--- src/rtl/noc_pkg.sv ---
// Shared NoC definitions: flit and port encodings, route-stage FSM states,
// and the dimension-ordered next-hop function used by every input port.
package noc_pkg;

    // Coordinate width used by the shared route function; route stages
    // instantiated with a different COORD_W must not use yx_route.
    localparam int COORD_W = 4;

    typedef enum logic [1:0] {
        FLIT_BODY   = 2'b00,
        FLIT_HEAD   = 2'b01,
        FLIT_TAIL   = 2'b10,
        FLIT_SINGLE = 2'b11
    } flit_type_e;

    typedef enum logic [2:0] {
        PORT_LOCAL = 3'd0,
        PORT_NORTH = 3'd1,
        PORT_SOUTH = 3'd2,
        PORT_EAST  = 3'd3,
        PORT_WEST  = 3'd4
    } port_e;

    typedef enum logic {
        ST_IDLE   = 1'b0,
        ST_LOCKED = 1'b1
    } state_e;

    // Dimension-ordered next hop. Addresses are {y,x}; compares are unsigned.
    // yx_mode=1 resolves Y first, yx_mode=0 resolves X first.
    function automatic port_e yx_route(input logic [2*COORD_W-1:0] dest,
                                       input logic [2*COORD_W-1:0] cur,
                                       input logic                 yx_mode);
        logic [COORD_W-1:0] dest_y, dest_x, cur_y, cur_x;
        port_e              y_port, x_port;
        dest_y = dest[2*COORD_W-1:COORD_W];
        dest_x = dest[COORD_W-1:0];
        cur_y  = cur[2*COORD_W-1:COORD_W];
        cur_x  = cur[COORD_W-1:0];
        if (dest_y > cur_y)      y_port = PORT_NORTH;
        else if (dest_y < cur_y) y_port = PORT_SOUTH;
        else                     y_port = PORT_LOCAL;
        if (dest_x > cur_x)      x_port = PORT_EAST;
        else if (dest_x < cur_x) x_port = PORT_WEST;
        else                     x_port = PORT_LOCAL;
        if (yx_mode) return (y_port != PORT_LOCAL) ? y_port : x_port;
        else         return (x_port != PORT_LOCAL) ? x_port : y_port;
    endfunction

endpackage

--- src/rtl/noc_fifo.sv ---
// Synchronous FIFO with asynchronous-read storage so a pushed entry is
// visible at data_o right after the push edge. Pointers carry one extra
// wrap bit so full and empty are told apart by the MSB.
module noc_fifo #(
    parameter int WIDTH = 16,
    parameter int DEPTH = 4
) (
    input  logic             clk_i,
    input  logic             rst_i,
    input  logic             push_i,
    input  logic             pop_i,
    input  logic [WIDTH-1:0] data_i,
    output logic [WIDTH-1:0] data_o,
    output logic             full_o,
    output logic             empty_o
);
    localparam int            AW      = $clog2(DEPTH);
    localparam logic [AW:0]   PTR_ONE = (AW+1)'(1);

    logic [WIDTH-1:0] r_mem [DEPTH];
    logic [AW:0]      r_wr_ptr;
    logic [AW:0]      r_rd_ptr;
    logic             w_push;
    logic             w_pop;

    assign full_o  = (r_wr_ptr[AW] != r_rd_ptr[AW]) &&
                     (r_wr_ptr[AW-1:0] == r_rd_ptr[AW-1:0]);
    assign empty_o = (r_wr_ptr == r_rd_ptr);
    assign w_push  = push_i && !full_o;
    assign w_pop   = pop_i && !empty_o;
    assign data_o  = r_mem[r_rd_ptr[AW-1:0]];

    // Storage write; slots are only read after being written, so no reset.
    always_ff @(posedge clk_i) begin
        if (w_push && !rst_i) r_mem[r_wr_ptr[AW-1:0]] <= data_i;
    end

    // Pointer update; natural overflow gives the modulo 2*DEPTH wrap.
    always_ff @(posedge clk_i) begin
        if (rst_i) begin
            r_wr_ptr <= '0;
            r_rd_ptr <= '0;
        end else begin
            if (w_push) r_wr_ptr <= r_wr_ptr + PTR_ONE;
            if (w_pop)  r_rd_ptr <= r_rd_ptr + PTR_ONE;
        end
    end

endmodule

--- src/rtl/noc_yx_route_buffer.sv ---
// Buffered wormhole route stage for one router input port. Head flits are
// routed in dimension order; the route is held until the tail departs.
// Malformed sequences raise a sticky error instead of corrupting routing.
module noc_yx_route_buffer
    import noc_pkg::*;
#(
    parameter int COORD_W = 4,
    parameter int FLIT_W  = 16,
    parameter int DEPTH   = 4,
    parameter bit YX_MODE = 1'b1
) (
    input  logic                 clk_i,
    input  logic                 rst_i,
    input  logic [2*COORD_W-1:0] router_addr_i,
    input  logic [FLIT_W-1:0]    in_flit_i,
    input  logic                 in_valid_i,
    output logic                 in_ready_o,
    output logic [FLIT_W-1:0]    out_flit_o,
    output logic                 out_valid_o,
    input  logic                 out_ready_i,
    output logic [2:0]           out_port_o,
    output logic                 locked_o,
    output logic                 err_o
);
    logic              w_full;
    logic              w_empty;
    logic              w_fifo_pop;
    logic [FLIT_W-1:0] w_head;
    flit_type_e        w_head_type;
    logic              w_is_start;
    port_e             w_head_route;
    logic              w_fwd;
    logic              w_drop;
    logic              w_err_set;
    state_e            r_state;
    state_e            w_state_next;
    port_e             r_route;
    logic              r_err;

    noc_fifo #(
        .WIDTH (FLIT_W),
        .DEPTH (DEPTH)
    ) u_fifo (
        .clk_i   (clk_i),
        .rst_i   (rst_i),
        .push_i  (in_valid_i),
        .pop_i   (w_fifo_pop),
        .data_i  (in_flit_i),
        .data_o  (w_head),
        .full_o  (w_full),
        .empty_o (w_empty)
    );

    assign in_ready_o   = !w_full;
    assign out_flit_o   = w_head;
    assign locked_o     = (r_state == ST_LOCKED);
    assign err_o        = r_err;
    assign w_head_type  = flit_type_e'(w_head[FLIT_W-1 -: 2]);
    assign w_is_start   = (w_head_type == FLIT_HEAD) || (w_head_type == FLIT_SINGLE);
    assign w_head_route = yx_route(w_head[2*COORD_W-1:0], router_addr_i, YX_MODE);
    assign w_fwd        = out_valid_o && out_ready_i;
    // Stray body/tail flits in IDLE are discarded without a handshake.
    assign w_fifo_pop   = w_fwd || w_drop;

    // State register.
    always_ff @(posedge clk_i) begin
        if (rst_i) r_state <= ST_IDLE;
        else       r_state <= w_state_next;
    end

    // Next state: a forwarded head opens a packet, a forwarded tail closes it.
    always_comb begin
        w_state_next = r_state;
        case (r_state)
            ST_IDLE:   if (w_fwd && w_head_type == FLIT_HEAD) w_state_next = ST_LOCKED;
            ST_LOCKED: if (w_fwd && w_head_type == FLIT_TAIL) w_state_next = ST_IDLE;
            default:   w_state_next = ST_IDLE;
        endcase
    end

    // Outputs: handshake, port selection and error/drop detection.
    always_comb begin
        out_valid_o = 1'b0;
        out_port_o  = PORT_LOCAL;
        w_drop      = 1'b0;
        w_err_set   = 1'b0;
        case (r_state)
            ST_IDLE: begin
                if (!w_empty) begin
                    if (w_is_start) begin
                        out_valid_o = 1'b1;
                        out_port_o  = w_head_route;
                    end else begin
                        w_drop    = 1'b1;
                        w_err_set = 1'b1;
                    end
                end
            end
            ST_LOCKED: begin
                // A new head inside a packet rides the held route as a body.
                out_valid_o = !w_empty;
                out_port_o  = r_route;
                w_err_set   = !w_empty && w_is_start;
            end
            default: ;
        endcase
    end

    // Route capture when a packet head leaves; router address changes later
    // in the packet have no effect.
    always_ff @(posedge clk_i) begin
        if (rst_i)                                                r_route <= PORT_LOCAL;
        else if (r_state == ST_IDLE && w_fwd && w_head_type == FLIT_HEAD) r_route <= w_head_route;
    end

    // Sticky protocol error, cleared only by reset.
    always_ff @(posedge clk_i) begin
        if (rst_i)          r_err <= 1'b0;
        else if (w_err_set) r_err <= 1'b1;
    end

endmodule

--- config.mk ---
export PLATFORM = sky130hd
export DESIGN_NAME = noc_yx_route_buffer
export DESIGN_NICKNAME = d
export VERILOG_FILES = /design/src/rtl/noc_pkg.sv /design/src/rtl/noc_fifo.sv /design/src/rtl/noc_yx_route_buffer.sv
export SDC_FILE = /design/constraint.sdc
export NUM_CORES = 1
export LEC_CHECK = 0
export CORE_MARGIN = 1.5
export CORE_UTILIZATION = 35
export CTS_BUF_LIST = sky130_fd_sc_hd__clkbuf_4
export DETAILED_ROUTE_END_ITERATION = 16
export PLACE_DENSITY = 0.67
export RECOVER_POWER = 100
export SLEW_MARGIN = 40
export SYNTH_ARGS = -nofsm -noshare
export SYNTH_HDL_FRONTEND = slang
export SYNTH_SLANG_ARGS = --single-unit
--- constraint.sdc ---
create_clock -name clk_i -period 2.5 [get_ports clk_i]
set_input_delay 0.25 -clock clk_i [delete_from_list [all_inputs] [get_ports clk_i]]
set_output_delay 0.25 -clock clk_i [all_outputs]
set_load 0.02 [all_outputs]
# Word level (Yosys, flattened, before mapping)
# Memories as Yosys holds them, arrays and structs flattened. A register that Yosys moved wholly into a read port is not among the register bits.
# Cells that the tools add are included.
# classes
n_reduce_logical,16
magnitude_cmp,4
eq_ne,6
n_addsub,2
bitwise,1
mux,22
# op_table
cell,count
$mux W3,6
$logic_and A1 B1 Y1,10
$mux W1,9
$gt A4 B4 Y1,2
$lt A4 B4 Y1,2
$add A3 B1 Y3 const B,2
$mux W2,3
$pmux W1 S2,3
$pmux W3 S2,1
$eq A2 B2 Y1 const B,2
$eq A3 B3 Y1,1
$logic_not A1 Y1,3
$reduce_bool A3 Y1,1
$eq A2 B1 Y1 const B,1
$eq A2 B2 Y1,1
$logic_or A1 B1 Y1,2
$ne A1 B1 Y1,1
$not A1 Y1,1
# word_totals
mem_count,1
elab_cells,57
ramBits,64
out_inout_bits,23
register_bits,11
inputBits,28
# memory_table
memory,words,word_bits,rd,rd_clocked_by_memory_dff,write_ports,line_no,rtl
u_fifo.r_mem,4,16,1,1,1,noc_fifo.sv:20,logic [WIDTH-1:0] r_mem [DEPTH];

# Longest topological paths before layout
# Gate-level depths: netlist of run 1.
# logic_depth
word_depth,10
ltp_mapped,9
depth_no_buf,8

# By module
# A second synthesis of run 1 with hierarchy kept.
# unflattened
cells_unflattened,229
area_unflattened_um2,3482.1
# modules_own_cells
module,cells_per_inst,area_per_inst_um2,instances,seq_area_each_um2
noc_fifo,154,2914.0,1,2082.0
noc_yx_route_buffer,75,568.0,1,100.1

# Least setup slack after synthesis of run 1
# OpenSTA, ideal clock, no wires.
# synth_timing
path_kind,register -> output
from,register (tool-made name)
to,output port out_port_o[2]
t_required_ps,2250
path_buffers,2
stages_incl_launch_ff,9
t_arrival_ps,2979
slack_ps,-729
path_cell_list,dfxtp_1 -> buf_6 -> buf_2 -> mux4_2 -> ha_1 -> nand2_1 -> o21ai_0 -> inv_1 -> o41ai_1
# synth_rtl
element,line_no,rtl
to (decl),noc_yx_route_buffer.sv:21,"output logic [2:0] out_port_o,"

==> results of run 1 <==
[registers in the layout (all words and copies together), names as in the netlist, named ones only]
name             flops
u_fifo.r_rd_ptr      3
r_route              3
err_o                1
u_fifo.r_wr_ptr      3
u_fifo.r_mem        64
locked_o             1
[placed cells by master, fill, tap and decap left out, types with 3 or more instances in the layout]
| cell | count |
|---|---|
| sky130_fd_sc_hd__edfxtp_1 | 64 |
| sky130_fd_sc_hd__ha_1 | 8 |
| sky130_fd_sc_hd__dfxtp_1 | 12 |
| sky130_fd_sc_hd__o211ai_1 | 3 |
| sky130_fd_sc_hd__nor2_1 | 12 |
| sky130_fd_sc_hd__clkbuf_2 | 5 |
| sky130_fd_sc_hd__o21ai_2 | 3 |
| sky130_fd_sc_hd__and2_1 | 3 |
| sky130_fd_sc_hd__dlygate4sd3_1 | 22 |
| sky130_fd_sc_hd__nand3_1 | 4 |
| sky130_fd_sc_hd__xor2_1 | 4 |
| sky130_fd_sc_hd__a21oi_2 | 4 |
| sky130_fd_sc_hd__clkdlybuf4s50_1 | 15 |
| sky130_fd_sc_hd__xnor2_1 | 4 |
| sky130_fd_sc_hd__buf_6 | 3 |
| sky130_fd_sc_hd__clkbuf_4 | 14 |
| sky130_fd_sc_hd__a21oi_1 | 5 |
| sky130_fd_sc_hd__dlygate4sd2_1 | 7 |
| sky130_fd_sc_hd__nand2_1 | 9 |
| sky130_fd_sc_hd__ha_4 | 4 |
| sky130_fd_sc_hd__buf_4 | 22 |
| sky130_fd_sc_hd__inv_1 | 13 |
| sky130_fd_sc_hd__mux4_2 | 15 |
[layout make-up]
type / count / area share (%)
diodes: 1 / 0.0583
clock inverters: 4 / 1.72
multi-input cells: 99 / 24.6
repair buffers: 80 / 16.4
flip-flops and latches: 77 / 50.9
inverters: 13 / 1.14
well taps: 108 / 3.15
clock buffers: 12 / 2.10
[power groups by stage]
stage | clock network [mW] | logic (mW) | registers (mW)
after CTS | 0.868 | 1.80 | 1.54
final | 0.836 | 1.74 | 1.53
after detailed placement | 0 | 1.69 | 1.56
after global routing | 0.907 | 1.90 | 1.54
after global placement | 0 | 1.67 | 1.56
after floorplan | 0 | 1.01 | 1.55
[path summary, 6_finish.rpt]
path / startpoint / to / cells past startpoint
worst min-delay path: in_valid_i / u_fifo.r_wr_ptr[1] / 3
worst max register to register: flop / flop / 9
worst max-delay path: flop / out_port_o[2] / 8
worst min register to register: err_o / err_o / 2
[worst reg2reg max path, stage by stage, from the launching register on]
cell                       delay, ns
sky130_fd_sc_hd__dfxtp_2        0.36
sky130_fd_sc_hd__buf_4          0.15
sky130_fd_sc_hd__buf_4          0.12
sky130_fd_sc_hd__clkbuf_2       0.18
sky130_fd_sc_hd__mux4_2         0.55
sky130_fd_sc_hd__clkbuf_1       0.18
sky130_fd_sc_hd__nor2_1         0.19
sky130_fd_sc_hd__o21ai_0        0.18
sky130_fd_sc_hd__xor2_1         0.24
sky130_fd_sc_hd__nor2_1         0.07
[timing repair]
item                       4_1_cts  5_1_grt
setup endpoints to repair       11        4
resized for setup               43        3
setup buffers                    6        1
pin swaps                        7        3
[metal layers]
metal | vias to the layer above | share of wire, % | wire length (um) | GRT usage, %
met5 | - | 0 | 0 | 0
met4 | 0 | 1.7 | 108 | 6.83
met3 | 8 | 4.3 | 267 | 3.30
met2 | 46 | 49 | 3040 | 22.0
met1 | 927 | 45 | 2760 | 16.6
li1 | 921 | - | - | -
[kinds of logic (layout without fill, tap and decap cells)]
kind of cell | after synthesis | in the layout | synth area share (%)
compound gates | 21 | 21 | 3.98
xor+xnor | 8 | 8 | 2.16
fa+ha+maj | 13 | 13 | 5.02
buf+inv | 20 | 109 | 2.93
flops | 77 | 77 | 67.3
mux | 17 | 17 | 11.5
other cells | 0 | 1 | 0
simple gates | 40 | 40 | 7.06
[stage by stage]
stage	std cells	instance area, um2
3_3_place_gp	370	4060
3_5_place_dp	370	4060
2_1_floorplan	196	3300
6_report	394	4290
4_1_cts	392	4310
5_1_grt	393	4290
==> run_summary.xml, run 1 <==
<?xml version="1.0" encoding="UTF-8"?>
<metrics>
  <group name="outcome">
    <metric name="run_status" unit="">finished with violations</metric>
    <metric name="violations" unit="">negative setup slack</metric>
  </group>
  <group name="critical_path">
    <metric name="critPathRequiredTime" unit="ns">2.25</metric>
    <metric name="biggest_cell_delay_along_the_critical_path" unit="ns">0.54</metric>
    <metric name="worstSetupEndpointType" unit="">primary output</metric>
    <metric name="crit_chain" unit="">buf_12 &gt; mux4_2 &gt; ha_4 &gt; nor2b_4 &gt; o211ai_1 &gt; nand2_1 &gt; o41ai_4 &gt; buf_4</metric>
    <metric name="worstPathBufferInverterCount" unit="">2</metric>
    <metric name="cp_slowest_cell" unit="">sky130_fd_sc_hd__mux4_2</metric>
    <metric name="crit_path_max_delay_family" unit="">multiplexers</metric>
    <metric name="criticalPathCategory" unit="">reg -&gt; out</metric>
    <metric name="r2r_setup_slack" unit="ns">0.18</metric>
    <metric name="cp.arrival" unit="ns">2.54</metric>
    <metric name="setup.worst_path.start_class" unit="">flop</metric>
    <metric name="crit_path_max_fanout" unit="">5</metric>
  </group>
  <group name="clocking">
    <metric name="cts_buffers" unit="">9</metric>
    <metric name="clk_path_buf_depth" unit="">2</metric>
    <metric name="worstSkewPairLatency" unit="ns">0.41</metric>
    <metric name="path_clk_slew" unit="ns">0.13</metric>
    <metric name="cts_max_level" unit="">3</metric>
    <metric name="cts.root.buffer_cell" unit="">sky130_fd_sc_hd__clkbuf_4</metric>
    <metric name="cts.sinks" unit="">77</metric>
    <metric name="cts.hold.buffers_added" unit="">0</metric>
    <metric name="tritoncts" unit="">done</metric>
  </group>
  <group name="timing">
    <metric name="clock-skew-final" unit="ns">0.0331</metric>
    <metric name="min_period_over_period" unit="%">111</metric>
    <metric name="final_setup_violation_count" unit="">5</metric>
    <metric name="min_period" unit="ns">2.79</metric>
    <metric name="maxSlewHeadroom" unit="%">65.1</metric>
    <metric name="worst-slew-pin-transition" unit="ns">0.523</metric>
    <metric name="fmax" unit="MHz">359</metric>
    <metric name="hold_viol_final" unit="">0</metric>
    <metric name="grt_setup_unrepaired" unit="">true</metric>
    <metric name="final.setup.worst_slack" unit="ns">-0.286</metric>
    <metric name="timing.hold.ws" unit="ns">0.469</metric>
    <metric name="final_slew_viol_count" unit="">0</metric>
    <metric name="final_setup_tns" unit="ns">-0.914</metric>
  </group>
  <group name="yosys">
    <metric name="yosysTopAreaCellShare" unit="%">59.3</metric>
    <metric name="yosysMostFrequentCell" unit="">sky130_fd_sc_hd__edfxtp_1</metric>
    <metric name="synth_sequential_area_ratio" unit="%">67.3</metric>
    <metric name="synth.ff_latch_count" unit="">77</metric>
    <metric name="ys.flop_type" unit="">sky130_fd_sc_hd__edfxtp_1</metric>
    <metric name="synth.distinct_cells" unit="">34</metric>
    <metric name="library_cell_occupying_the_most_area_in_the_post_synthesis_netlist" unit="">sky130_fd_sc_hd__edfxtp_1</metric>
    <metric name="synth_nets" unit="">237</metric>
    <metric name="synth-edff-count" unit="">64</metric>
    <metric name="post_synth_main_area_contributors" unit="">sky130_fd_sc_hd__edfxtp_1, sky130_fd_sc_hd__mux4_2, sky130_fd_sc_hd__dfxtp_1</metric>
    <metric name="syn_area_per_cell" unit="um2">16.5</metric>
    <metric name="yosys_warnings" unit="">0</metric>
    <metric name="synth_async_sr_flop_share" unit="%">0</metric>
    <metric name="synthCells" unit="">196</metric>
    <metric name="syn-cell-area" unit="mm2">0.00324</metric>
    <metric name="cell_types_with_the_highest_counts_after_synthesis" unit="">sky130_fd_sc_hd__edfxtp_1, sky130_fd_sc_hd__mux4_2, sky130_fd_sc_hd__dfxtp_1, sky130_fd_sc_hd__ha_1, sky130_fd_sc_hd__inv_1</metric>
  </group>
  <group name="pwr">
    <metric name="pwr-share-comb" unit="%">42.4</metric>
    <metric name="clockPowerShare" unit="%">20.3</metric>
    <metric name="post-layout-total-power" unit="mW">4.11</metric>
    <metric name="p_leak" unit="nW">1.58</metric>
    <metric name="share_of_power_burned_in_registers" unit="%">37.3</metric>
    <metric name="power_density_normalized_to_cell_area" unit="mW/mm2">957</metric>
    <metric name="intPower" unit="mW">2.81</metric>
    <metric name="peakVddDrop" unit="mV">0.361</metric>
    <metric name="power_switching_share" unit="%">31.6</metric>
    <metric name="power.switching" unit="mW">1.30</metric>
  </group>
  <group name="placement">
    <metric name="routabilityCongestion" unit="">0.729</metric>
    <metric name="io_buffer_count" unit="">50</metric>
    <metric name="place_ws" unit="ns">-0.481</metric>
    <metric name="hpwl" unit="mm">4.26</metric>
  </group>
  <group name="floorplan">
    <metric name="die_width" unit="um">99.2</metric>
    <metric name="die-area" unit="mm2">0.00985</metric>
    <metric name="initial_cell_density_of_the_core" unit="%">36.6</metric>
    <metric name="coreArea" unit="mm2">0.00885</metric>
    <metric name="boundaryPins" unit="">51</metric>
    <metric name="die-height" unit="um">99.2</metric>
    <metric name="rows" unit="">34</metric>
  </group>
  <group name="detailed_routing">
    <metric name="detail_route.drc_violations" unit="">0</metric>
    <metric name="antenna_violating_nets_post_route" unit="">0</metric>
    <metric name="drtPass1Iterations" unit="">4</metric>
    <metric name="detail_route.vias_per_cell" unit="">4.83</metric>
    <metric name="via_count" unit="">1902</metric>
    <metric name="wire_per_inst" unit="um">15.7</metric>
    <metric name="drt_iter0_markers" unit="">83</metric>
    <metric name="route.final.wire_length" unit="mm">6.18</metric>
  </group>
  <group name="final_layout">
    <metric name="final_core_util" unit="%">48.5</metric>
    <metric name="final.fill_count" unit="">794</metric>
    <metric name="synthToLayoutAreaGrowth" unit="%">32.4</metric>
    <metric name="num-nets-final" unit="">321</metric>
    <metric name="sequential_area" unit="mm2">0.00218</metric>
    <metric name="ratio_of_cells_with_drive_above_1_in_the_final_layout" unit="%">29.1</metric>
    <metric name="multiInputGateArea" unit="mm2">0.00106</metric>
  </group>
  <group name="global_route">
    <metric name="grt_pass1_wl" unit="mm">9.85</metric>
    <metric name="grt_start_max_net_pins" unit="">17</metric>
    <metric name="antenna_violations_before_repair" unit="">1</metric>
    <metric name="grt.total_usage" unit="%">13.4</metric>
    <metric name="first_global_vias" unit="">1972</metric>
    <metric name="grt-ovfl-total" unit="">0</metric>
  </group>
  <group name="job">
    <metric name="cap_viol_max_count" unit="">0</metric>
  </group>
  <group name="min_path">
    <metric name="hold_class" unit="">in -&gt; reg</metric>
  </group>
</metrics>
No activity file was read; power rests on OpenSTA's default activity.
==> run 2: changes to the inputs <==
- PLACE_DENSITY: 0.67 -> 0.65
- REMOVE_ABC_BUFFERS: not set -> 1
- clock period: 2.5 -> 3.03 ns (I/O delays scaled with it)
==> run 2 against run 1 <==
The flow now finishes without violations; clock-buffer cell count fell by 3; sequential cell count did not move; first-iteration DRC count fell by 25%; combinational power fell by 21%.
==> run_summary.xml, run 2 (synthesis gave the netlist of run 1 again) <==
<?xml version="1.0" encoding="UTF-8"?>
<metrics>
  <group name="detailed_routing">
    <metric name="drtPass1Iterations" unit="">4</metric>
    <metric name="drt_iter0_markers" unit="">62</metric>
    <metric name="antenna_violating_nets_post_route" unit="">0</metric>
    <metric name="detail_route.vias_per_cell" unit="">4.84</metric>
    <metric name="via_count" unit="">1836</metric>
    <metric name="detail_route.drc_violations" unit="">0</metric>
    <metric name="route.final.wire_length" unit="mm">5.99</metric>
    <metric name="wire_per_inst" unit="um">15.8</metric>
  </group>
  <group name="clocking">
    <metric name="tritoncts" unit="">done</metric>
    <metric name="path_clk_slew" unit="ns">0.14</metric>
    <metric name="cts.sinks" unit="">77</metric>
    <metric name="worstSkewPairLatency" unit="ns">0.40</metric>
    <metric name="cts.root.buffer_cell" unit="">sky130_fd_sc_hd__clkbuf_4</metric>
    <metric name="cts_max_level" unit="">3</metric>
    <metric name="cts_buffers" unit="">9</metric>
    <metric name="cts.hold.buffers_added" unit="">0</metric>
    <metric name="clk_path_buf_depth" unit="">2</metric>
  </group>
  <group name="pwr">
    <metric name="intPower" unit="mW">2.26</metric>
    <metric name="share_of_power_burned_in_registers" unit="%">38.0</metric>
    <metric name="p_leak" unit="nW">1.46</metric>
    <metric name="clockPowerShare" unit="%">21.0</metric>
    <metric name="power.switching" unit="mW">1.07</metric>
    <metric name="peakVddDrop" unit="mV">0.463</metric>
    <metric name="power_switching_share" unit="%">32.2</metric>
    <metric name="pwr-share-comb" unit="%">41.0</metric>
    <metric name="power_density_normalized_to_cell_area" unit="mW/mm2">795</metric>
    <metric name="post-layout-total-power" unit="mW">3.33</metric>
  </group>
  <group name="job">
    <metric name="cap_viol_max_count" unit="">0</metric>
  </group>
  <group name="final_layout">
    <metric name="final.fill_count" unit="">778</metric>
    <metric name="finish.instance_area" unit="mm2">0.00419</metric>
    <metric name="final_core_util" unit="%">47.4</metric>
    <metric name="stdcell_count" unit="">379</metric>
    <metric name="final_cell_mix" unit="">sky130_fd_sc_hd__edfxtp_1, sky130_fd_sc_hd__clkdlybuf4s50_1, sky130_fd_sc_hd__dlygate4sd3_1</metric>
    <metric name="ratio_of_cells_with_drive_above_1_in_the_final_layout" unit="%">22.9</metric>
    <metric name="largest_register_ff_count" unit="">64</metric>
    <metric name="synthToLayoutAreaGrowth" unit="%">29.4</metric>
    <metric name="mostFrequentLayoutCell" unit="">sky130_fd_sc_hd__edfxtp_1</metric>
    <metric name="num-nets-final" unit="">307</metric>
    <metric name="num_antenna_cells" unit="">0</metric>
  </group>
  <group name="global_route">
    <metric name="grt.total_usage" unit="%">12.9</metric>
    <metric name="grt_start_max_net_pins" unit="">17</metric>
    <metric name="grt-ovfl-total" unit="">0</metric>
    <metric name="antenna_violations_before_repair" unit="">0</metric>
    <metric name="first_global_vias" unit="">1882</metric>
    <metric name="grt_pass1_wl" unit="mm">9.54</metric>
  </group>
  <group name="timing">
    <metric name="timing.hold.ws" unit="ns">0.488</metric>
    <metric name="final_setup_violation_count" unit="">0</metric>
    <metric name="final_slew_viol_count" unit="">0</metric>
    <metric name="clock-skew-final" unit="ns">0.0180</metric>
    <metric name="grt_setup_unrepaired" unit="">true</metric>
    <metric name="final_setup_tns" unit="ns">0</metric>
    <metric name="final.setup.worst_slack" unit="ns">0.0491</metric>
    <metric name="hold_viol_final" unit="">0</metric>
    <metric name="worst-slew-pin-transition" unit="ns">1.14</metric>
    <metric name="min_period" unit="ns">2.98</metric>
    <metric name="fmax" unit="MHz">335</metric>
    <metric name="maxSlewHeadroom" unit="%">24.1</metric>
    <metric name="min_period_over_period" unit="%">98.4</metric>
  </group>
  <group name="placement">
    <metric name="number_of_placed_cells_counting_well_taps" unit="">359</metric>
    <metric name="routabilityCongestion" unit="">0.819</metric>
    <metric name="io_buffer_count" unit="">50</metric>
    <metric name="place_ws" unit="ns">-0.0730</metric>
    <metric name="hpwl" unit="mm">3.88</metric>
    <metric name="postPlaceCellArea" unit="mm2">0.00395</metric>
  </group>
  <group name="floorplan">
    <metric name="boundaryPins" unit="">51</metric>
    <metric name="die_width" unit="um">99.2</metric>
    <metric name="coreArea" unit="mm2">0.00885</metric>
    <metric name="rows" unit="">34</metric>
    <metric name="initial_cell_density_of_the_core" unit="%">36.6</metric>
    <metric name="die-height" unit="um">99.2</metric>
    <metric name="die-area" unit="mm2">0.00985</metric>
  </group>
  <group name="critical_path">
    <metric name="reg2regPathDepth" unit="">6</metric>
    <metric name="critPathRequiredTime" unit="ns">2.73</metric>
    <metric name="crit_path_max_fanout" unit="">4</metric>
    <metric name="timing.rr.start" unit="">u_fifo.r_wr_ptr[1]</metric>
    <metric name="cp.arrival" unit="ns">2.68</metric>
    <metric name="r2r_setup_slack" unit="ns">0.65</metric>
    <metric name="worstSetupEndpointType" unit="">primary output</metric>
    <metric name="criticalPathCategory" unit="">reg -&gt; out</metric>
    <metric name="critical_path.reg2reg.endpoint" unit="">u_fifo.r_mem[1][14]</metric>
    <metric name="setup.worst_path.start_class" unit="">flop</metric>
  </group>
  <group name="min_path">
    <metric name="hold_class" unit="">reg -&gt; reg</metric>
    <metric name="worstHoldStart" unit="">err_o</metric>
    <metric name="hold_end" unit="">err_o</metric>
    <metric name="hold_path_depth" unit="">2</metric>
  </group>
  <group name="outcome">
    <metric name="run_status" unit="">complete, no violations</metric>
  </group>
</metrics>
[run 2: power by group through the flow]
stage | sequential (mW) | combinational, mW | clock (mW)
final | 1.27 | 1.37 | 0.701
after global routing | 1.28 | 1.48 | 0.767
after CTS | 1.27 | 1.28 | 0.718
after detailed placement | 1.29 | 1.27 | 0
after global placement | 1.29 | 1.25 | 0
after floorplan | 1.35 | 0.664 | 0
[run 2: critical path, stage by stage, from the launching register on]
cell and delay (ns):
sky130_fd_sc_hd__dfxtp_2 0.37, sky130_fd_sc_hd__buf_12 0.12, sky130_fd_sc_hd__mux4_2 0.53, sky130_fd_sc_hd__ha_4 0.23
sky130_fd_sc_hd__nor2b_1 0.12, sky130_fd_sc_hd__o211ai_1 0.15, sky130_fd_sc_hd__buf_4 0.16, sky130_fd_sc_hd__nand2_2 0.06
sky130_fd_sc_hd__o41ai_2 0.35, sky130_fd_sc_hd__buf_4 0.19
[run 2: final cells by class]
cell class | count | area (um2) | share of cell area, %
Tap cell | 108 | 135 | 3.22
Multi-Input combinational cell | 99 | 1030 | 24.5
Clock buffer | 9 | 67.6 | 1.61
Timing Repair Buffer | 66 | 636 | 15.2
Sequential cell | 77 | 2180 | 52.1
Clock inverter | 7 | 97.6 | 2.33
Inverter | 13 | 48.8 | 1.16
[run 2: how the worst max path moves through the flow]
stage,to,slack (ns),cells after the start,startpoint
after CTS,out_port_o[2],0.01,8,flop
after global placement,out_port_o[2],-0.006,8,flop
final,out_port_o[2],0.05,9,flop
after global routing,out_port_o[2],-0.07,9,flop
after detailed placement,out_port_o[2],-0.07,8,flop
after floorplan,out_port_o[2],-0.44,6,flop
[run 2: layer usage]
metal / vias up / share of wire (%) / track usage [%]
met3: 4 / 4.1 / 2.95
met4: 0 / 0.92 / 5.63
met1: 902 / 46 / 16.0
li1: 884 / - / -
met5: - / 0 / 0
met2: 46 / 49 / 21.6
[run 2: what timing repair did]
item,CTS,global route
endpoints found under the setup margin,3,3
resized for setup,19,16
pin swaps,1,2
setup buffers,1,3
==> run 3: changes to the inputs <==
- CAP_MARGIN: not set -> 20
- CORE_ASPECT_RATIO: not set -> 0.6
==> run 3 against run 2 <==
Sequential power about the same; first-iteration DRC count up 97%; sequential cell count unchanged; core utilization up 0.31 points; power shrank 4.3%; clock skew fell by 0.0071 ns; worst setup slack improved by 0.038 ns; non-clock buffer count rose by 8; worst hold slack gained 0.0011 ns; register-to-register slack worse by 0.08 ns; cell count is 3.2% higher; die area rose by 0.20%; largest cell class unchanged; highest routed layer unchanged.
==> run_summary.xml, run 3 (synthesis gave the netlist of run 1 again) <==
<?xml version="1.0" encoding="UTF-8"?>
<metrics>
  <group name="detailed_routing">
    <metric name="detail_route.drc_violations" unit="">0</metric>
    <metric name="wire_per_inst" unit="um">16.1</metric>
    <metric name="route.final.wire_length" unit="mm">6.28</metric>
    <metric name="drtPass1Iterations" unit="">4</metric>
    <metric name="via_count" unit="">1875</metric>
    <metric name="antenna_violating_nets_post_route" unit="">0</metric>
    <metric name="drt_iter0_markers" unit="">122</metric>
    <metric name="detail_route.vias_per_cell" unit="">4.80</metric>
  </group>
  <group name="pwr">
    <metric name="p_leak" unit="nW">1.49</metric>
    <metric name="power_density_normalized_to_cell_area" unit="mW/mm2">764</metric>
    <metric name="peakVddDrop" unit="mV">0.241</metric>
  </group>
  <group name="timing">
    <metric name="grt_setup_unrepaired" unit="">true</metric>
    <metric name="worst-slew-pin-transition" unit="ns">1.11</metric>
    <metric name="clock-skew-final" unit="ns">0.0109</metric>
    <metric name="final_slew_viol_count" unit="">0</metric>
    <metric name="final_setup_violation_count" unit="">0</metric>
    <metric name="maxSlewHeadroom" unit="%">26.0</metric>
    <metric name="final_setup_tns" unit="ns">0</metric>
    <metric name="min_period" unit="ns">2.94</metric>
    <metric name="min_period_over_period" unit="%">97.1</metric>
    <metric name="fmax" unit="MHz">340</metric>
    <metric name="hold_viol_final" unit="">0</metric>
  </group>
  <group name="placement">
    <metric name="io_buffer_count" unit="">50</metric>
    <metric name="routabilityCongestion" unit="">0.826</metric>
    <metric name="postPlaceCellArea" unit="mm2">0.00405</metric>
    <metric name="hpwl" unit="mm">4.52</metric>
  </group>
  <group name="final_layout">
    <metric name="ratio_of_cells_with_drive_above_1_in_the_final_layout" unit="%">22.9</metric>
    <metric name="synthToLayoutAreaGrowth" unit="%">28.8</metric>
    <metric name="num-nets-final" unit="">315</metric>
    <metric name="multiInputGateArea" unit="um2">997</metric>
    <metric name="mostFrequentLayoutCell" unit="">sky130_fd_sc_hd__edfxtp_1</metric>
    <metric name="num_antenna_cells" unit="">0</metric>
    <metric name="finish.instance_area" unit="mm2">0.00418</metric>
    <metric name="final_cell_mix" unit="">sky130_fd_sc_hd__edfxtp_1, sky130_fd_sc_hd__dlygate4sd3_1, sky130_fd_sc_hd__buf_4</metric>
    <metric name="final.fill_count" unit="">748</metric>
    <metric name="largest_register_ff_count" unit="">64</metric>
    <metric name="sequential_area" unit="mm2">0.00218</metric>
    <metric name="final_core_util" unit="%">47.7</metric>
  </group>
  <group name="global_route">
    <metric name="first_global_vias" unit="">1881</metric>
    <metric name="antenna_violations_before_repair" unit="">0</metric>
    <metric name="grt-ovfl-total" unit="">0</metric>
    <metric name="grt.total_usage" unit="%">13.8</metric>
    <metric name="grt_start_max_net_pins" unit="">17</metric>
    <metric name="grt_pass1_wl" unit="mm">10.1</metric>
  </group>
  <group name="clocking">
    <metric name="worstSkewPairLatency" unit="ns">0.41</metric>
    <metric name="path_clk_slew" unit="ns">0.12</metric>
    <metric name="cts.hold.buffers_added" unit="">0</metric>
    <metric name="cts.root.buffer_cell" unit="">sky130_fd_sc_hd__clkbuf_4</metric>
    <metric name="tritoncts" unit="">done</metric>
    <metric name="cts_max_level" unit="">3</metric>
    <metric name="cts_buffers" unit="">9</metric>
    <metric name="cts.sinks" unit="">77</metric>
    <metric name="clk_path_buf_depth" unit="">2</metric>
  </group>
  <group name="floorplan">
    <metric name="initial_cell_density_of_the_core" unit="%">37.0</metric>
    <metric name="die_width" unit="um">127</metric>
    <metric name="die-area" unit="mm2">0.00987</metric>
    <metric name="coreArea" unit="mm2">0.00875</metric>
    <metric name="die-height" unit="um">77.6</metric>
    <metric name="boundaryPins" unit="">51</metric>
    <metric name="rows" unit="">26</metric>
  </group>
  <group name="critical_path">
    <metric name="timing.critical_path.depth" unit="">8</metric>
    <metric name="worstSetupEndpointType" unit="">primary output</metric>
    <metric name="setup.worst_path.start_class" unit="">flop</metric>
    <metric name="criticalPathCategory" unit="">reg -&gt; out</metric>
    <metric name="reg2regPathDepth" unit="">6</metric>
    <metric name="biggest_cell_delay_along_the_critical_path" unit="ns">0.54</metric>
    <metric name="cp.arrival" unit="ns">2.64</metric>
    <metric name="critPathRequiredTime" unit="ns">2.73</metric>
    <metric name="crit_chain" unit="">buf_12 &gt; mux4_2 &gt; ha_4 &gt; nor2b_4 &gt; o211ai_1 &gt; nand2_1 &gt; o41ai_2 &gt; buf_4</metric>
    <metric name="cp_slowest_cell" unit="">sky130_fd_sc_hd__mux4_2</metric>
    <metric name="crit_path_max_delay_family" unit="">multiplexers</metric>
    <metric name="worstPathBufferInverterCount" unit="">2</metric>
    <metric name="crit_path_max_fanout" unit="">4</metric>
  </group>
  <group name="outcome">
    <metric name="run_status" unit="">complete, no violations</metric>
  </group>
  <group name="min_path">
    <metric name="hold_path_depth" unit="">2</metric>
    <metric name="hold_class" unit="">reg -&gt; reg</metric>
  </group>
  <group name="job">
    <metric name="cap_viol_max_count" unit="">0</metric>
  </group>
</metrics>
run 3: changes by cell type in the layout (fill, tap and decap cells not counted), moves of 2 or more:
| cell | previous run | this run |
|---|---|---|
| sky130_fd_sc_hd__clkinv_4 | 2 | 0 |
| sky130_fd_sc_hd__buf_4 | 12 | 18 |
| sky130_fd_sc_hd__clkinv_2 | 0 | 3 |
| sky130_fd_sc_hd__and2_1 | 0 | 2 |
| sky130_fd_sc_hd__and2_0 | 4 | 2 |
| sky130_fd_sc_hd__clkdlybuf4s50_1 | 29 | 11 |
| sky130_fd_sc_hd__dlygate4sd3_1 | 18 | 35 |
| sky130_fd_sc_hd__buf_2 | 0 | 2 |
run 3: timing repair:
item	4_1_cts	5_1_grt
setup endpoints to repair	4	3
hold endpoints to repair	0	0
gates resized for setup	23	7
buffers inserted	0	1
run 3: power breakdown:
| group | switching [mW] | internal, mW | leakage, nW |
|---|---|---|---|
| clock network | 0.347 | 0.248 | 0.0735 |
| logic | 0.657 | 0.671 | 0.727 |
| registers | 0.0501 | 1.22 | 0.688 |
run 3: per-layer routing:
metal  GRT usage [%]  vias up  routed length (um)
met3            4.69        4                 441
met5               0        -                   0
met4            3.75        0                  29
met1            20.4      911                3090
met2            19.1       57                2720
li1                -      903                   -
run 3: final timing paths:
kind                                    startpoint            endpoint  slack (ns)
worst max-delay path                          flop       out_port_o[2]        0.09
worst min-delay path                         err_o               err_o        0.49
worst max register to register  u_fifo.r_wr_ptr[1]  u_fifo.r_mem[2][7]        0.57
worst min register to register               err_o               err_o        0.49
run 3: through the flow:
| step | instances | total power [mW] | hold slack, ns | setup WS [ns] |
|---|---|---|---|---|
| global route | 391 | 3.38 | 0.506 | -0.0995 |
| global placement | 374 | 2.63 | 0.459 | -0.0317 |
| floorplan | 189 | 2.01 | 0.365 | -0.437 |
| detailed placement | 374 | 2.65 | 0.474 | -0.0961 |
| finish | 391 | 3.19 | 0.489 | 0.0873 |
| CTS | 390 | 3.26 | 0.490 | 0.00957 |
run 3: cell type report:
class                   count  area share (%)
clock inverters             7            1.56
multi-input cells          99            23.9
repair buffers             74            16.1
clock buffers               9            1.62
inverters                  13            1.17
flip-flops and latches     77            52.3
well taps                 112            3.36
run 3: worst min-delay path, delay by kind of cell, from the launching register on:
kind	cells	cell delay [ns]
simple gates	1	0.07
compound gates	1	0.04
flops	1	0.34
